--- config.mk ---
export PLATFORM = sky130hd
export DESIGN_NAME = grid_cursor_ctrl
export DESIGN_NICKNAME = d
export VERILOG_FILES = /design/src/rtl/grid_pkg.sv /design/src/rtl/btn_debounce.sv /design/src/rtl/grid_cursor_ctrl.sv
export SDC_FILE = /design/constraint.sdc
export NUM_CORES = 1
export LEC_CHECK = 0
export ABC_CLOCK_PERIOD_IN_PS = 3600
export CAP_MARGIN = 20
export CORE_ASPECT_RATIO = 1.2
export CORE_MARGIN = 2
export CORE_UTILIZATION = 50
export CTS_CLUSTER_SIZE = 24
export DETAILED_ROUTE_END_ITERATION = 6
export HOLD_SLACK_MARGIN = 0.02
export PLACE_DENSITY = 0.77
export SYNTH_ARGS = -nofsm -noshare
export SYNTH_HDL_FRONTEND = slang
export SYNTH_SLANG_ARGS = --single-unit
--- constraint.sdc ---
create_clock -name clk -period 3.6 [get_ports clk]
set_clock_uncertainty 0.05 [all_clocks]
set_input_delay 0.36 -clock clk [delete_from_list [all_inputs] [get_ports clk]]
set_output_delay 0.36 -clock clk [all_outputs]
set_load 0.01 [all_outputs]
--- src/rtl/grid_pkg.sv ---
// Shared geometry defaults, button indices and index-width helpers for the grid cursor controller.
package grid_pkg;

   localparam int DEF_GRID_COLS  = 10;
   localparam int DEF_GRID_ROWS  = 10;
   localparam int DEF_CELL_W     = 64;
   localparam int DEF_CELL_H     = 48;
   localparam int DEF_GRID_LEFT  = 144;
   localparam int DEF_GRID_TOP   = 35;
   localparam int DEF_LINE_THICK = 1;

   localparam int NUM_BTN = 5;

   typedef enum logic [2:0] {BTN_L, BTN_R, BTN_U, BTN_D, BTN_C} btn_e;

   function automatic int idx_w(input int n);
      return (n > 1) ? $clog2(n) : 1;
   endfunction

   function automatic int row_w(input int rows);
      return idx_w(rows);
   endfunction

   function automatic int col_w(input int cols);
      return idx_w(cols);
   endfunction

endpackage

--- src/rtl/btn_debounce.sv ---
// Single-button debouncer: DEB_DEPTH-sample history with hysteresis, plus a rising-edge flag
// that stays high from the tick the level rises until the next tick.
module btn_debounce #(
   parameter int DEB_DEPTH = 3
) (
   input  logic clk,
   input  logic rst_n,
   input  logic tick,
   input  logic raw,
   output logic level,
   output logic rise
);

   logic [DEB_DEPTH-1:0] hist_q, hist_d;
   logic                 level_q, level_d;
   logic                 prev_q;

   always_comb begin
      hist_d  = hist_q;
      level_d = level_q;
      if (tick) begin
         hist_d = DEB_DEPTH'({hist_q, raw});
         if (&hist_d) begin
            level_d = 1'b1;
         end else if (~|hist_d) begin
            level_d = 1'b0;
         end
      end
   end

   always_ff @(posedge clk) begin
      if (!rst_n) begin
         hist_q  <= '0;
         level_q <= 1'b0;
         prev_q  <= 1'b0;
      end else begin
         hist_q  <= hist_d;
         level_q <= level_d;
         if (tick) begin
            prev_q <= level_q;
         end
      end
   end

   assign level = level_q;
   assign rise  = level_q & ~prev_q;

endmodule

--- src/rtl/grid_cursor_ctrl.sv ---
// Battleship cursor: debounced buttons move a cursor over the grid, fire hands the cell to game
// logic on valid/ready, and the cursor cell is flagged for the renderer. CURSOR_AUTOREPEAT_EN adds held-button repeat.
module grid_cursor_ctrl
   import grid_pkg::*;
#(
   parameter int GRID_COLS  = DEF_GRID_COLS,
   parameter int GRID_ROWS  = DEF_GRID_ROWS,
   parameter int CELL_W     = DEF_CELL_W,
   parameter int CELL_H     = DEF_CELL_H,
   parameter int GRID_LEFT  = DEF_GRID_LEFT,
   parameter int GRID_TOP   = DEF_GRID_TOP,
   parameter int LINE_THICK = DEF_LINE_THICK,
   parameter int SAMPLE_DIV = 65536,
   parameter int DEB_DEPTH  = 3,
   parameter int WRAP       = 0
`ifdef CURSOR_AUTOREPEAT_EN
   ,
   parameter int REPEAT_DELAY = 24,
   parameter int REPEAT_RATE  = 6
`endif
) (
   input  logic                           clk,
   input  logic                           rst_n,
   input  logic                           bright,
   input  logic [9:0]                     hCount,
   input  logic [9:0]                     vCount,
   input  logic                           btn_l,
   input  logic                           btn_r,
   input  logic                           btn_u,
   input  logic                           btn_d,
   input  logic                           btn_c,
   input  logic                           enable,
   input  logic                           sel_ready,
   output logic                           sel_valid,
   output logic [row_w(GRID_ROWS)-1:0]    sel_row,
   output logic [col_w(GRID_COLS)-1:0]    sel_col,
   output logic [row_w(GRID_ROWS)-1:0]    cursor_row,
   output logic [col_w(GRID_COLS)-1:0]    cursor_col,
   output logic                           in_cursor
);

   localparam int RW = row_w(GRID_ROWS);
   localparam int CW = col_w(GRID_COLS);
   localparam int SW = idx_w(SAMPLE_DIV);

   logic [SW-1:0]      smp_cnt_q, smp_cnt_d;
   logic               tick;
   logic [NUM_BTN-1:0] raw, level, rise, step;
   logic [RW-1:0]      row_q, row_d, sel_row_q, sel_row_d;
   logic [CW-1:0]      col_q, col_d, sel_col_q, sel_col_d;
   logic               sel_valid_q, sel_valid_d;
   logic [11:0]        x0, x1, y0, y1, hc, vc;

   assign tick      = (smp_cnt_q == '0);
   assign smp_cnt_d = (smp_cnt_q == SW'(SAMPLE_DIV - 1)) ? '0 : smp_cnt_q + 1'b1;

   assign raw = {btn_c, btn_d, btn_u, btn_r, btn_l};

   for (genvar i = 0; i < NUM_BTN; i++) begin : g_deb
      btn_debounce #(.DEB_DEPTH(DEB_DEPTH)) u_deb (
         .clk   (clk),
         .rst_n (rst_n),
         .tick  (tick),
         .raw   (raw[i]),
         .level (level[i]),
         .rise  (rise[i])
      );
   end

`ifdef CURSOR_AUTOREPEAT_EN
   localparam int HW = idx_w(REPEAT_DELAY + REPEAT_RATE + 1);

   logic [3:0][HW-1:0] hold_q, hold_d;
   logic [3:0]         rpt;

   // Once past the delay the count cycles over (DELAY, DELAY+RATE] so it never needs to saturate.
   always_comb begin
      hold_d = hold_q;
      rpt    = '0;
      for (int i = 0; i < 4; i++) begin
         rpt[i] = level[i] && ((hold_q[i] == HW'(REPEAT_DELAY)) ||
                               (hold_q[i] == HW'(REPEAT_DELAY + REPEAT_RATE)));
         if (tick) begin
            if (!level[i]) begin
               hold_d[i] = '0;
            end else if (hold_q[i] == HW'(REPEAT_DELAY + REPEAT_RATE)) begin
               hold_d[i] = HW'(REPEAT_DELAY + 1);
            end else begin
               hold_d[i] = hold_q[i] + 1'b1;
            end
         end
      end
   end

   always_ff @(posedge clk) begin
      if (!rst_n) begin
         hold_q <= '0;
      end else begin
         hold_q <= hold_d;
      end
   end

   assign step = (rise & level) | {1'b0, rpt};
`else
   assign step = rise & level;
`endif

   function automatic int axis_next(input int cur, input logic inc, input logic dec, input int top);
      int nxt;
      nxt = cur;
      if (inc && !dec) begin
         nxt = (cur == top) ? ((WRAP != 0) ? 0 : cur) : cur + 1;
      end else if (dec && !inc) begin
         nxt = (cur == 0) ? ((WRAP != 0) ? top : cur) : cur - 1;
      end
      return nxt;
   endfunction

   always_comb begin
      row_d       = row_q;
      col_d       = col_q;
      sel_row_d   = sel_row_q;
      sel_col_d   = sel_col_q;
      sel_valid_d = sel_valid_q;
      if (sel_valid_q && sel_ready) begin
         sel_valid_d = 1'b0;
      end
      if (tick && enable && !sel_valid_q) begin
         col_d = CW'(axis_next(int'(col_q), step[BTN_R], step[BTN_L], GRID_COLS - 1));
         row_d = RW'(axis_next(int'(row_q), step[BTN_D], step[BTN_U], GRID_ROWS - 1));
         if (step[BTN_C]) begin
            sel_valid_d = 1'b1;
            sel_row_d   = row_q;
            sel_col_d   = col_q;
         end
      end
   end

   always_ff @(posedge clk) begin
      if (!rst_n) begin
         smp_cnt_q   <= '0;
         row_q       <= '0;
         col_q       <= '0;
         sel_row_q   <= '0;
         sel_col_q   <= '0;
         sel_valid_q <= 1'b0;
      end else begin
         smp_cnt_q   <= smp_cnt_d;
         row_q       <= row_d;
         col_q       <= col_d;
         sel_row_q   <= sel_row_d;
         sel_col_q   <= sel_col_d;
         sel_valid_q <= sel_valid_d;
      end
   end

   // Cursor rectangle sits inside the grid lines of its cell.
   always_comb begin
      x0 = 12'(GRID_LEFT) + 12'(col_q) * 12'(CELL_W) + 12'(LINE_THICK);
      y0 = 12'(GRID_TOP) + 12'(row_q) * 12'(CELL_H) + 12'(LINE_THICK);
      x1 = x0 + 12'(CELL_W - 2 * LINE_THICK);
      y1 = y0 + 12'(CELL_H - 2 * LINE_THICK);
      hc = {2'b00, hCount};
      vc = {2'b00, vCount};
   end

   assign in_cursor  = bright && (hc >= x0) && (hc < x1) && (vc >= y0) && (vc < y1);
   assign sel_valid  = sel_valid_q;
   assign sel_row    = sel_row_q;
   assign sel_col    = sel_col_q;
   assign cursor_row = row_q;
   assign cursor_col = col_q;

endmodule
Word level (Yosys, flattened, before mapping)

Index checks and enable logic that the tools add are counted.

$add $sub $neg: 11
Multiply operators: 1
Div/mod/pow operators: 0
Magnitude comparators: 4
Eq/ne operators: 12
Shift operators: 0
Muxes and demuxes: 21
Bitwise logic cells: 12
Reductions and logical operators: 40

Operators with widths:

| operator                | count |
|---|---|
| $mux W4                 | 8 |
| $add A11 B1 Y12 const B | 2 |
| $add A12 B6 Y12 const B | 2 |
| $ge A10 B12 Y1          | 2 |
| $lt A10 B12 Y1          | 2 |
| $add A16 B1 Y16 const B | 1 |
| $eq A16 B16 Y1 const B  | 1 |
| $logic_not A16 Y1       | 1 |
| $reduce_and A3 Y1       | 5 |
| $reduce_or A3 Y1        | 5 |
| $mux W1                 | 13 |
| $reduce_and A2 Y1       | 6 |
| $add A6 B10 Y11 const A | 1 |
| $add A8 B10 Y11 const A | 1 |
| $logic_and A1 B1 Y1     | 11 |
| $ne A2 B1 Y1 const B    | 5 |
| $add A4 B1 Y4 const B   | 2 |
| $eq A4 B4 Y1 const B    | 2 |
| $logic_not A4 Y1        | 2 |
| $ne A2 B2 Y1 const B    | 4 |
| $reduce_and A4 Y1       | 2 |
| $sub A4 B1 Y4 const B   | 2 |
| $mul A4 B2 Y6 const B   | 1 |
| $not A1 Y1              | 6 |
| 5 further kinds         | 14 |

Flip-flop bits (word level): 53
Bits in latches: 0
RAM bits: 0
Bits in read-only memories: 0
Bits of input ports: 30
Logic and storage cells: 122
Memories: 0

Logic depth before layout (Yosys ltp)

Depth in word-level cells: 7
Gate-level depth with buffers: 14
Gate-level depth less buffers: 13

Hierarchy

From an unflattened synthesis, not the netlist that was laid out.

Cell total of the unflattened synthesis: 387
Area, all modules: 3,629.7 sq um

By module, submodules not included:

| module           | instances | cells an instance | area each (sq um) |
|---|---|---|---|
| grid_cursor_ctrl | 1         | 307               | 2,691.3 |
| btn_debounce     | 5         | 16                | 187.7 |

Least setup slack after synthesis

No wires, ideal clock.

Kind: register to output
From: reg row_q[0], in the netlist cursor_row[0]
To: out in_cursor
Data arrival time: 3.321 ns
Path slack: -0.131 ns
Stages on the path, launching flop included: 15
Cell sequence: dfxtp_1 clkbuf_1 inv_1 ha_1 ha_1 nor2b_1 mux2_2 o22ai_1 o21ai_0 xor2_1 ha_1 o21ai_0 a21oi_1 o211ai_1 and4b_1

Cells in the longest elaborated chain, start to end: 6
Elaborated cells between the ends (all ways): 8
Those cells by class: add/sub (3); mul (1); order compare (2); reduce/logical (2)

RTL lines:

| element                  | RTL line                | text |
|---|---|---|
| start: declaration       | grid_cursor_ctrl.sv:49  | `logic [RW-1:0] row_q, row_d, sel_row_q, sel_row_d;` |
| start signal: assignment | grid_cursor_ctrl.sv:149 | `row_q <= row_d;` |
| $mul A4 B2 Y6            | grid_cursor_ctrl.sv:160 | `y0 = 12'(GRID_TOP) + 12'(row_q) * 12'(CELL_H) + 12'(LINE_THICK);` |
| $add A6 B10 Y11          | grid_cursor_ctrl.sv:160 |  |
| $add A11 B1 Y12          | grid_cursor_ctrl.sv:160 |  |
| $add A12 B6 Y12          | grid_cursor_ctrl.sv:162 | `y1 = y0 + 12'(CELL_H - 2 * LINE_THICK);` |
| via y1[4]                | grid_cursor_ctrl.sv:52  | `logic [11:0] x0, x1, y0, y1, hc, vc;` |
| $lt A10 B12 Y1           | grid_cursor_ctrl.sv:167 | `assign in_cursor = bright && (hc >= x0) && (hc < x1) && (vc >= y0) && (vc < y1);` |
| $logic_and A1 B1 Y1      | grid_cursor_ctrl.sv:167 |  |
| end: declaration         | grid_cursor_ctrl.sv:39  | `output logic in_cursor` |

The timed path passes the listed nets, and every way through them passes these cells.

Worst setup path in the final report

From: reg row_q[1], in the netlist cursor_row[1]
To: out in_cursor

Cells in the longest elaborated chain, start to end: 6
Elaborated cells between the ends (all ways): 8
Those cells by class: add/sub (3); mul (1); order compare (2); reduce/logical (2)

RTL lines:

| element                                               | RTL line |
|---|---|
| $mul A4 B2 Y6 (*)                                     | grid_cursor_ctrl.sv:160 |
| $add A6 B10 Y11 (*)                                   | grid_cursor_ctrl.sv:160 |
| $add A11 B1 Y12 (*)                                   | grid_cursor_ctrl.sv:160 |
| $add A12 B6 Y12 or $ge A10 B12 Y1 (tied branches)     | grid_cursor_ctrl.sv:162, grid_cursor_ctrl.sv:167 |
| $lt A10 B12 Y1 or $logic_and A1 B1 Y1 (tied branches) | grid_cursor_ctrl.sv:167 |
| $logic_and A1 B1 Y1 (*)                               | grid_cursor_ctrl.sv:167 |

Every way passes the cells marked *; elsewhere a longest branch is shown, timed or not.

==> flow_metrics.py <==
metrics = {
    "outcome": {
        "status": "finished, violations left",
        "violations": "setup timing",
    },
    "layout": {
        "instances_no_fill": 559,
        "layout-drive-gt1-share": 0.133,
        "multi_input_area_mm2": 0.00241,
        "fill_cells": 553,
        "nets": 549,
        "utilization": 0.657,
        "area_delta_synth_final_pct": 28.1,
        "seq_area_mm2": 0.00106,
        "antenna_cells": 0,
    },
    "job": {
        "cap_violations": 0,
    },
    "pwr": {
        "p_comb_frac": 0.118,
        "seqPwrFrac": 0.568,
        "power.internal_mw": 0.813,
        "vdd_drop_max_uv": 220,
        "switching_share": 0.238,
        "clockPowerShare": 0.314,
        "switching_power_mw": 0.254,
        "p_leak_nw": 1.70,
        "powerDensity_mw_per_mm2": 240,
    },
    "sta": {
        "setup_slack_ns": -0.0582,
        "slew_headroom": 0.488,
        "rsz0062_at_grt": "true",
        "period_needed_ns": 3.66,
        "finalCritPeriodShare": 1.02,
        "slew_viol_final": 0,
        "max_slew.worst_pin.slew_ns": 0.760,
        "final_hold_viol_count": 0,
        "setup_viol": 1,
        "fmax_mhz": 273,
    },
    "drt": {
        "drt_pass1_iterations": 4,
        "wire_per_inst_um": 13.0,
        "routed_wl_mm": 7.24,
        "drc": 0,
        "viasPerCell": 5.25,
        "drtIter0Drc": 88,
        "drt.antenna.violating_nets": 0,
        "vias": 2933,
    },
    "synth": {
        "synth_ff_type": "dfxtp_1",
        "avgSynthCellArea_um2": 8.66,
        "ys.warnings.count": 0,
        "ys_types": 47,
        "synth_area_mm2": 0.00347,
        "async_flop_share": 0,
        "synth_seq_cells": 53,
        "syn_inst": 401,
        "syn-num-nets": 478,
        "synth_edf_count": 0,
        "seq_area_frac_synth": 0.305,
    },
    "clocking": {
        "cts_buffers": 5,
        "cts.path.max_buffers": 2,
        "clock_sinks": 53,
        "clk_latency_ns": 0.30,
        "ctsRootBufferMaster": "clkbuf_8",
        "cts_max_level": 2,
        "clk_pin_slew_ns": 0.09,
        "cts_tree": "built",
    },
    "global_route": {
        "grt_pass1_vias": 2822,
        "grt_start_max_net_pins": 41,
        "overflow": 0,
        "grt_pass1_wl_mm": 11.9,
        "grt_use_total": 0.193,
        "antenna_found_initial": 0,
    },
    "critical_path": {
        "worstSetupEndpointType": "primary output",
        "cp_max_fo": 8,
        "cp_data_arrival_time_ns": 3.25,
        "required_ns": 3.19,
        "crit_type": "reg2out",
        "worstSetupStartpointType": "flip-flop",
    },
    "min_path": {
        "hp-class": "reg2reg",
    },
    "place": {
        "gp_congestion": 0.830,
        "dp_cells": 545,
        "io_buffers": 46,
        "hpwl_mm": 5.44,
    },
    "floorplan": {
        "dieWidth_um": 80.1,
        "rows": 33,
        "core_mm2": 0.00677,
        "ios": 48,
        "die_area_mm2": 0.00764,
        "start_util": 0.513,
        "dieHeight_um": 95.3,
    },
}
Yosys cell counts (all sizes together) (6+ instances only):
cell type,n,share of area
xnor2,20,0.050
nor4,6,0.018
and2,7,0.013
xor2,14,0.035
and3,7,0.013
nor2b,13,0.023
a21boi,22,0.048
o21ai,16,0.023
mux2i,10,0.029
a21oi,13,0.019
dfxtp,53,0.31
ha,44,0.16
clkbuf,13,0.014
nand2,49,0.053
nor2,25,0.027
inv,19,0.021
nand4,6,0.013
nand3,12,0.017
power groups by stage:
stage | logic, mW | registers, mW | clock network, mW
floorplan | 0.0697 | 0.618 | 0
global route | 0.141 | 0.608 | 0.371
finish | 0.126 | 0.606 | 0.335
global placement | 0.121 | 0.619 | 0
detailed placement | 0.125 | 0.620 | 0
CTS | 0.126 | 0.606 | 0.344
repair_timing:
action / 4_1_cts / 5_1_grt
pin swaps: 11 / 7
hold endpoints to repair: 0 / 0
hold buffers: 0 / 0
setup endpoints to repair: 1 / 1
cloned: 0 / 0
buffers inserted: 6 / 1
gates resized for setup: 20 / 5
worst paths after layout:
kind / startpoint / to / slack, ns / depth (start not counted)
setup / recovery: cursor_row[1] / in_cursor / -0.06 / 15
hold reg to reg: g_deb[0].u_deb.prev_q / g_deb[0].u_deb.prev_q / 0.41 / 2
setup reg to reg: smp_cnt_q[0] / cursor_row[3] / 1.06 / 8
hold / removal: g_deb[0].u_deb.prev_q / g_deb[0].u_deb.prev_q / 0.41 / 2
through the flow:
| step | setup slack (ns) | total power, mW | hold WS [ns] | TNS (ns) | instance area [µm²] |
|---|---|---|---|---|---|
| floorplan | 0.00605 | 0.687 | 0.380 | 0 | 3480 |
| global placement | -0.249 | 0.740 | 0.393 | -0.249 | 4190 |
| detailed placement | -0.347 | 0.745 | 0.401 | -0.347 | 4190 |
| CTS | -0.0539 | 1.08 | 0.413 | -0.0539 | 4410 |
| global route | -0.243 | 1.12 | 0.437 | -0.243 | 4450 |
| finish | -0.0582 | 1.07 | 0.411 | -0.0582 | 4450 |
logic make-up after synthesis:
kind of cell             count (synthesis)  share of synthesized area
AO/OA/AOI/OAI                           80                      0.153
XOR/XNOR                                34                     0.0857
adder cells (fa/ha/maj)                 47                      0.176
buffers and inverters                   34                     0.0375
flip-flops                              53                      0.305
multiplexers                            11                     0.0320
AND/OR/NAND/NOR                        142                      0.210
placed cells by master (no fill, tap or decap), types with 5 or more instances in the layout:
| cell | count |
|---|---|
| nand3_1 | 12 |
| nor2_1 | 25 |
| o31ai_1 | 5 |
| o211ai_1 | 5 |
| clkbuf_8 | 6 |
| nor2b_1 | 12 |
| o21ai_0 | 13 |
| nor4_2 | 5 |
| a21oi_1 | 11 |
| ha_1 | 41 |
| and2_1 | 6 |
| clkdlybuf4s50_1 | 45 |
| buf_4 | 32 |
| inv_1 | 19 |
| a21boi_0 | 21 |
| nand2_1 | 49 |
| nand4_1 | 5 |
| mux2i_1 | 10 |
| and3_1 | 7 |
| xor2_1 | 13 |
| nand2b_1 | 5 |
| dfxtp_1 | 51 |
| xnor2_1 | 19 |
metal layers:
layer | vias up | GRT usage | wire length [µm]
li1 | 1526 | - | -
met1 | 1335 | 0.214 | 3140
met2 | 62 | 0.370 | 3720
met3 | 10 | 0.0313 | 268
met4 | 0 | 0.0636 | 119
met5 | - | 0 | 0
flip-flops by register name (all words and copies together) (netlist names):
name and count:
sel_row 4, cursor_row 4, cursor_col 4, sel_valid 1, g_deb.u_deb.hist_q 10, smp_cnt_q 16
g_deb.u_deb.prev_q 5, sel_col 4, g_deb.u_deb.level 5
layout make-up:
class | count | area share
Sequential cell | 53 | 0.239
Clock buffer | 7 | 0.0194
Tap cell | 87 | 0.0245
Multi-Input combinational cell | 314 | 0.542
Timing Repair Buffer | 79 | 0.159
Inverter | 19 | 0.0160
worst max-delay path, cell delays in order (launching register included):
cell,delay (ns)
dfxtp_2,0.35
buf_6,0.12
buf_4,0.16
ha_1,0.30
a21o_1,0.19
a21oi_2,0.17
xnor2_1,0.19
xor2_1,0.25
buf_4,0.17
xnor2_1,0.07
ha_1,0.21
a211oi_2,0.18
a21oi_1,0.10
o211ai_1,0.17
and4b_1,0.20
buf_2,0.12
No activity file was read; power rests on OpenSTA's default activity.
